===== config.mk =====
export PLATFORM = sky130hd
export DESIGN_NAME = johnson_phase_multiplier_flat
export DESIGN_NICKNAME = d
export VERILOG_FILES = /design/src/rtl/johnson_phase_multiplier_if.sv /design/src/rtl/johnson_phase_multiplier.sv /design/src/flat_wrapper.sv
export SDC_FILE = /design/constraint.sdc
export NUM_CORES = 1
export LEC_CHECK = 0
export CORE_MARGIN = 4
export CORE_UTILIZATION = 55
export DETAILED_ROUTE_END_ITERATION = 16
export PLACE_DENSITY = 0.87
export SYNTH_ARGS = -nofsm -noshare
export SYNTH_HDL_FRONTEND = slang
export SYNTH_SLANG_ARGS = --single-unit

===== constraint.sdc =====
create_clock -name clk -period 5.7 [get_ports clk]
set_clock_uncertainty 0.15 [all_clocks]
set_input_delay 0.57 -clock clk [delete_from_list [all_inputs] [get_ports clk]]
set_output_delay 0.57 -clock clk [all_outputs]
set_load 0.03 [all_outputs]

===== src/rtl/johnson_phase_multiplier_if.sv =====
// Phase, operand and result signals between the Johnson phase source and the shift-add multiplier.
interface johnson_phase_multiplier_if;
    logic [7:0] T;
    logic       start;
    logic [3:0] a;
    logic [3:0] b;
    logic       clr_err;
    logic [7:0] p;
    logic       busy;
    logic       done;
    logic       phase_err;

    modport master (
        output T, start, a, b, clr_err,
        input  p, busy, done, phase_err
    );

    modport slave (
        input  T, start, a, b, clr_err,
        output p, busy, done, phase_err
    );
endinterface


===== src/rtl/johnson_phase_multiplier.sv =====
// 4x4 unsigned shift-add multiplier stepped by one-hot Johnson phases; T[0] load to p/done is 5 clocks.
// No backpressure: one multiply per phase revolution, bad phases abort and set a sticky error.
module johnson_phase_multiplier #(
    parameter bit CHECK_ORDER = 1'b1
) (
    input  logic clk,
    input  logic reset,
    johnson_phase_multiplier_if.slave bus
);
    localparam logic [0:0] IDLE = 1'b0;
    localparam logic [0:0] RUN  = 1'b1;

    logic [0:0] state;
    logic [7:0] prev_t;
    logic [4:0] acc;
    logic [3:0] mcand;
    logic [3:0] mplier;
    logic [7:0] p_r;
    logic       busy_r;
    logic       done_r;
    logic       err_r;

    logic       one_hot;
    logic       in_order;
    logic       legal;
    logic [4:0] sum;
    logic [8:0] shifted;

    assign one_hot  = (bus.T != 8'd0) && ((bus.T & (bus.T - 8'd1)) == 8'd0);
    // An empty tracker accepts any one-hot phase so the checker can resynchronise.
    assign in_order = !CHECK_ORDER || (prev_t == 8'd0) || (bus.T == {prev_t[6:0], prev_t[7]});
    assign legal    = one_hot && in_order;

    assign sum      = acc + (mplier[0] ? {1'b0, mcand} : 5'd0);
    assign shifted  = {sum, mplier} >> 1;

    always_ff @(posedge clk or posedge reset) begin
        if (reset) begin
            state  <= IDLE;
            prev_t <= 8'd0;
            acc    <= 5'd0;
            mcand  <= 4'd0;
            mplier <= 4'd0;
            p_r    <= 8'd0;
            busy_r <= 1'b0;
            done_r <= 1'b0;
            err_r  <= 1'b0;
        end else begin
            done_r <= 1'b0;
            if (bus.clr_err) begin
                err_r  <= 1'b0;
                prev_t <= 8'd0;
            end else if (!legal) begin
                err_r  <= 1'b1;
                state  <= IDLE;
                busy_r <= 1'b0;
                prev_t <= 8'd0;
            end else begin
                prev_t <= bus.T;
                if (bus.T[0]) begin
                    if (state == IDLE && bus.start && !err_r) begin
                        mcand  <= bus.a;
                        mplier <= bus.b;
                        acc    <= 5'd0;
                        state  <= RUN;
                        busy_r <= 1'b1;
                    end
                end else if (|bus.T[4:1]) begin
                    if (state == RUN) begin
                        {acc, mplier} <= shifted;
                    end
                end else if (bus.T[5]) begin
                    if (state == RUN) begin
                        p_r    <= {acc[3:0], mplier};
                        done_r <= 1'b1;
                        busy_r <= 1'b0;
                        state  <= IDLE;
                    end
                end
            end
        end
    end

    assign bus.p         = p_r;
    assign bus.busy      = busy_r;
    assign bus.done      = done_r;
    assign bus.phase_err = err_r;
endmodule


===== src/flat_wrapper.sv =====
// flat-port wrapper written by rule: the top's interface ports become plain ports
module johnson_phase_multiplier_flat 
#(
    parameter bit CHECK_ORDER = 1'b1
)
  (clk, reset, bus_T, bus_start, bus_a, bus_b, bus_clr_err, bus_p, bus_busy, bus_done, bus_phase_err);
  johnson_phase_multiplier_if bus_i ();
  input  logic clk;
  input  logic reset;
  input wire logic [$bits(bus_i.T)-1:0] bus_T;
  input wire logic [$bits(bus_i.start)-1:0] bus_start;
  input wire logic [$bits(bus_i.a)-1:0] bus_a;
  input wire logic [$bits(bus_i.b)-1:0] bus_b;
  input wire logic [$bits(bus_i.clr_err)-1:0] bus_clr_err;
  output wire logic [$bits(bus_i.p)-1:0] bus_p;
  output wire logic [$bits(bus_i.busy)-1:0] bus_busy;
  output wire logic [$bits(bus_i.done)-1:0] bus_done;
  output wire logic [$bits(bus_i.phase_err)-1:0] bus_phase_err;
  assign bus_i.T = bus_T;
  assign bus_i.start = bus_start;
  assign bus_i.a = bus_a;
  assign bus_i.b = bus_b;
  assign bus_i.clr_err = bus_clr_err;
  assign bus_p = bus_i.p;
  assign bus_busy = bus_i.busy;
  assign bus_done = bus_i.done;
  assign bus_phase_err = bus_i.phase_err;
  johnson_phase_multiplier #(.CHECK_ORDER(CHECK_ORDER)) u_core (.clk(clk), .reset(reset), .bus(bus_i));
endmodule

==> results.md <==
* FFs w/ async S/R, synth at 100%
* DP Wirelength at 2430 um
* Die Area at 3980 um^2
* Die Y at ~63 um
* Synth Warn # at 0
* Hold Fails Final Rpt at 0
* Distinct cells, synth at 34
* Syn Inst Count at 133
* Hold path start: u_core.mcand[0]
* RSZ-0062 raised after global routing: no
* WHS Endpoint: u_core.mcand[0]
* Initial Util at 59.0%
* Ys flop type: dfrtp_1
* Clock sink count at 32
* First-pass GRT wire length at 5630 um
* Seq/Total Area, Yosys at 48.0%
* Synthesized flop and latch total at 32
* CP Max Fanout at 15
* Critical Path AT at 3.43 ns
* Crit Path Class: input port to register
* Critical Path End Type: register
* Tmin final at 3.36 ns
* Crit-path slowest cell: clkdlybuf4s50_1
* WL final at 3260 um
* CP Launch Type: input port
* Row Count at 19
* Die Width at around 63 um
* Pins over their slew limit at 0
* Share of layout cells above drive strength 1 at between 20% and 30%
* Setup tns final at 0 ns
* Port bufs at 30
* Total power at 0.450 mW
* Gr ovfl total at 0
* Leading area contributor after synthesis: dfrtp_1
* Top post-synthesis cells by area: dfrtp_1, mux2_2, and2_1
* Worst-path clk slew at ~0.09 ns
* R2R depth at 5
* Via density at approximately 5.7
* Initial DRC count at 70
* Final setup margin at approximately 2.3 ns
* Total number of vias at 1137
* Slew HR at 21.2%
* Layout area overhead at 24.2%
* Final setup violation count at 0
* Vias in the first global route at between 1000 and 1500
* Post-synth EDFFs at 0
* CTS Root Cell: clkbuf_4
* Num CTS Buffers at 5
* Critical Path RT at between 5 and 6 ns
* I/O Pins at 31
* R2r startpoint: u_core.prev_t[0]
* R2R Setup Slk at 3.28 ns
* Ant. Diodes at 0
* Final Instance Area at approximately 2100 um^2
* Actual slew at the worst max-slew pin at roughly 1.2 ns
* Pwr Density at 217 nW/um^2
* Post-synth top area share at 48.0%
* Avg WL per Cell at 16.4 um
* Netlist Area Pre-Place at ~1700 um^2
* Reg-to-reg endpoint: u_core.bus.p[6]
* Core ar. at 2830 um^2
* Initial antenna violation count at 0
* Post-Syn Nets at 158
* Min-delay worst type: register to register
* TritonCTS clock tree: built
* Dpl ws at 2.00 ns
* Cell Chain, Critical Path: clkdlybuf4s50_1 -> or4_4 -> nor4_1 -> nand2_1 -> nor3_2 -> mux2_2
* Nets at 192
* # Post-CTS Setup Buffers at 0
* Post-cts gate resize count at 0
* 1st-pass router iterations at 4
* Tcrit/Tclk final at between 50% and 60%
* GPL Wtd Cong at around 0.8
* H-Tree Depth at 2
* Largest net degree at the start of global routing at 33
* Hold_buf cts at 0
* Fmax at 298 MHz
* Placed cell area at 1990 um^2
* Final ANT Viol Nets at 0
* DRC at 0
* Status: finished, final reports clean
* Clock buffer depth at 2
* Clk Latency, worst-skew pair at 0.33 ns
* Max-cap check violation count at 0
* Worst vdd ir at approximately 160 uV
* Gr usage total at a little under a fifth
* Leakage Power at approximately 1.0 nW
* Min-Delay Path Depth at 1
* Slowest cell delay on critical path at 0.72 ns
* Syn Area/Cell at approximately 13 um^2
-- placed cells by master, fill, tap and decap left out, types with 2 or more instances in the layout --
cell	count
a21o_1	3
nor4_1	5
nand2_1	3
nand3b_1	3
ha_1	4
inv_1	2
dfrtp_1	32
clkdlybuf4s50_1	30
or4_4	2
clkbuf_4	5
and2_1	13
a21oi_1	4
nor3_1	4
xor2_1	9
nor2_1	3
mux2_2	25
-- synthesized netlist by cell type (2+ instances only) --
cell type and instances:
dfrtp_1 32, mux2_2 25, and2_1 13, xor2_1 9, nor4_1 5, a21oi_1 4, ha_1 4, nor3_1 4
a21o_1 3, nand2_1 3, nand3b_1 3, nor2_1 3, clkbuf_1 2, inv_1 2, or4_4 2
-- sequential cells by signal, indices dropped and copies added (netlist names) --
| register | cells |
|---|---|
| u_core.acc | 4 |
| u_core.bus.p | 8 |
| u_core.bus.done | 1 |
| u_core.mcand | 4 |
| u_core.mplier | 4 |
| u_core.bus.phase_err | 1 |
| u_core.prev_t | 8 |
| u_core.state | 1 |
| u_core.bus.busy | 1 |
-- per-layer routing --
layer	track usage, %	share of wire (%)	vias to the layer above
met1	19.8	41	552
met4	6.61	1.5	0
met2	31.9	52	24
met5	0	0	-
met3	6.22	5.4	6
li1	-	-	555
-- final cells by class --
class | count | area, um^2
Fill cell | 202 | 758
Inverter | 2 | 7.51
Clock buffer | 6 | 41.3
Multi-Input combinational cell | 96 | 847
Clock inverter | 2 | 35.0
Sequential cell | 32 | 801
Timing Repair Buffer | 30 | 300
Tap cell | 31 | 38.8
-- worst max path at each step --
stage                   from               to  cells past startpoint
finish              bus_T[0]  u_core.bus.p[6]                      6
global route        bus_T[0]  u_core.bus.p[6]                      6
CTS                 bus_T[0]  u_core.bus.p[6]                      6
detailed placement  bus_T[0]  u_core.bus.p[6]                      6
global placement    bus_T[0]  u_core.bus.p[1]                      6
floorplan           bus_T[0]    u_core.acc[0]                      6
-- critical path, delay by kind of cell --
family	cells	cell delay [ns]
simple gates	4	1.73
buf+inv	1	0.72
mux	1	0.41
-- where the power goes --
group	leakage (nW)	total, mW	internal, mW	switching, mW
combinational	0.510	0.0492	0.0246	0.0246
sequential	0.443	0.235	0.232	0.00341
clock	0.0422	0.166	0.0919	0.0741
-- per-stage QoR --
step | util [%] | hold WS [ns] | std cells
floorplan | - | 0.322 | 133
global placement | 70.5 | 0.336 | 191
detailed placement | 70.5 | 0.345 | 191
CTS | 73.2 | 0.367 | 199
global route | 73.2 | 0.383 | 199
finish | 73.2 | 0.361 | 199
-- cells by family (layout without fill, tap and decap cells) --
logic type / after synthesis / in the layout / synth area share [%]
flops: 32 / 32 / 48.0
compound gates: 16 / 16 / 8.48
xor+xnor: 10 / 10 / 5.25
simple gates: 39 / 39 / 15.4
fa+ha+maj: 6 / 6 / 4.80
buf+inv: 5 / 40 / 1.20
mux: 25 / 25 / 16.9
Note: power is estimated with default switching activity, not from simulation.
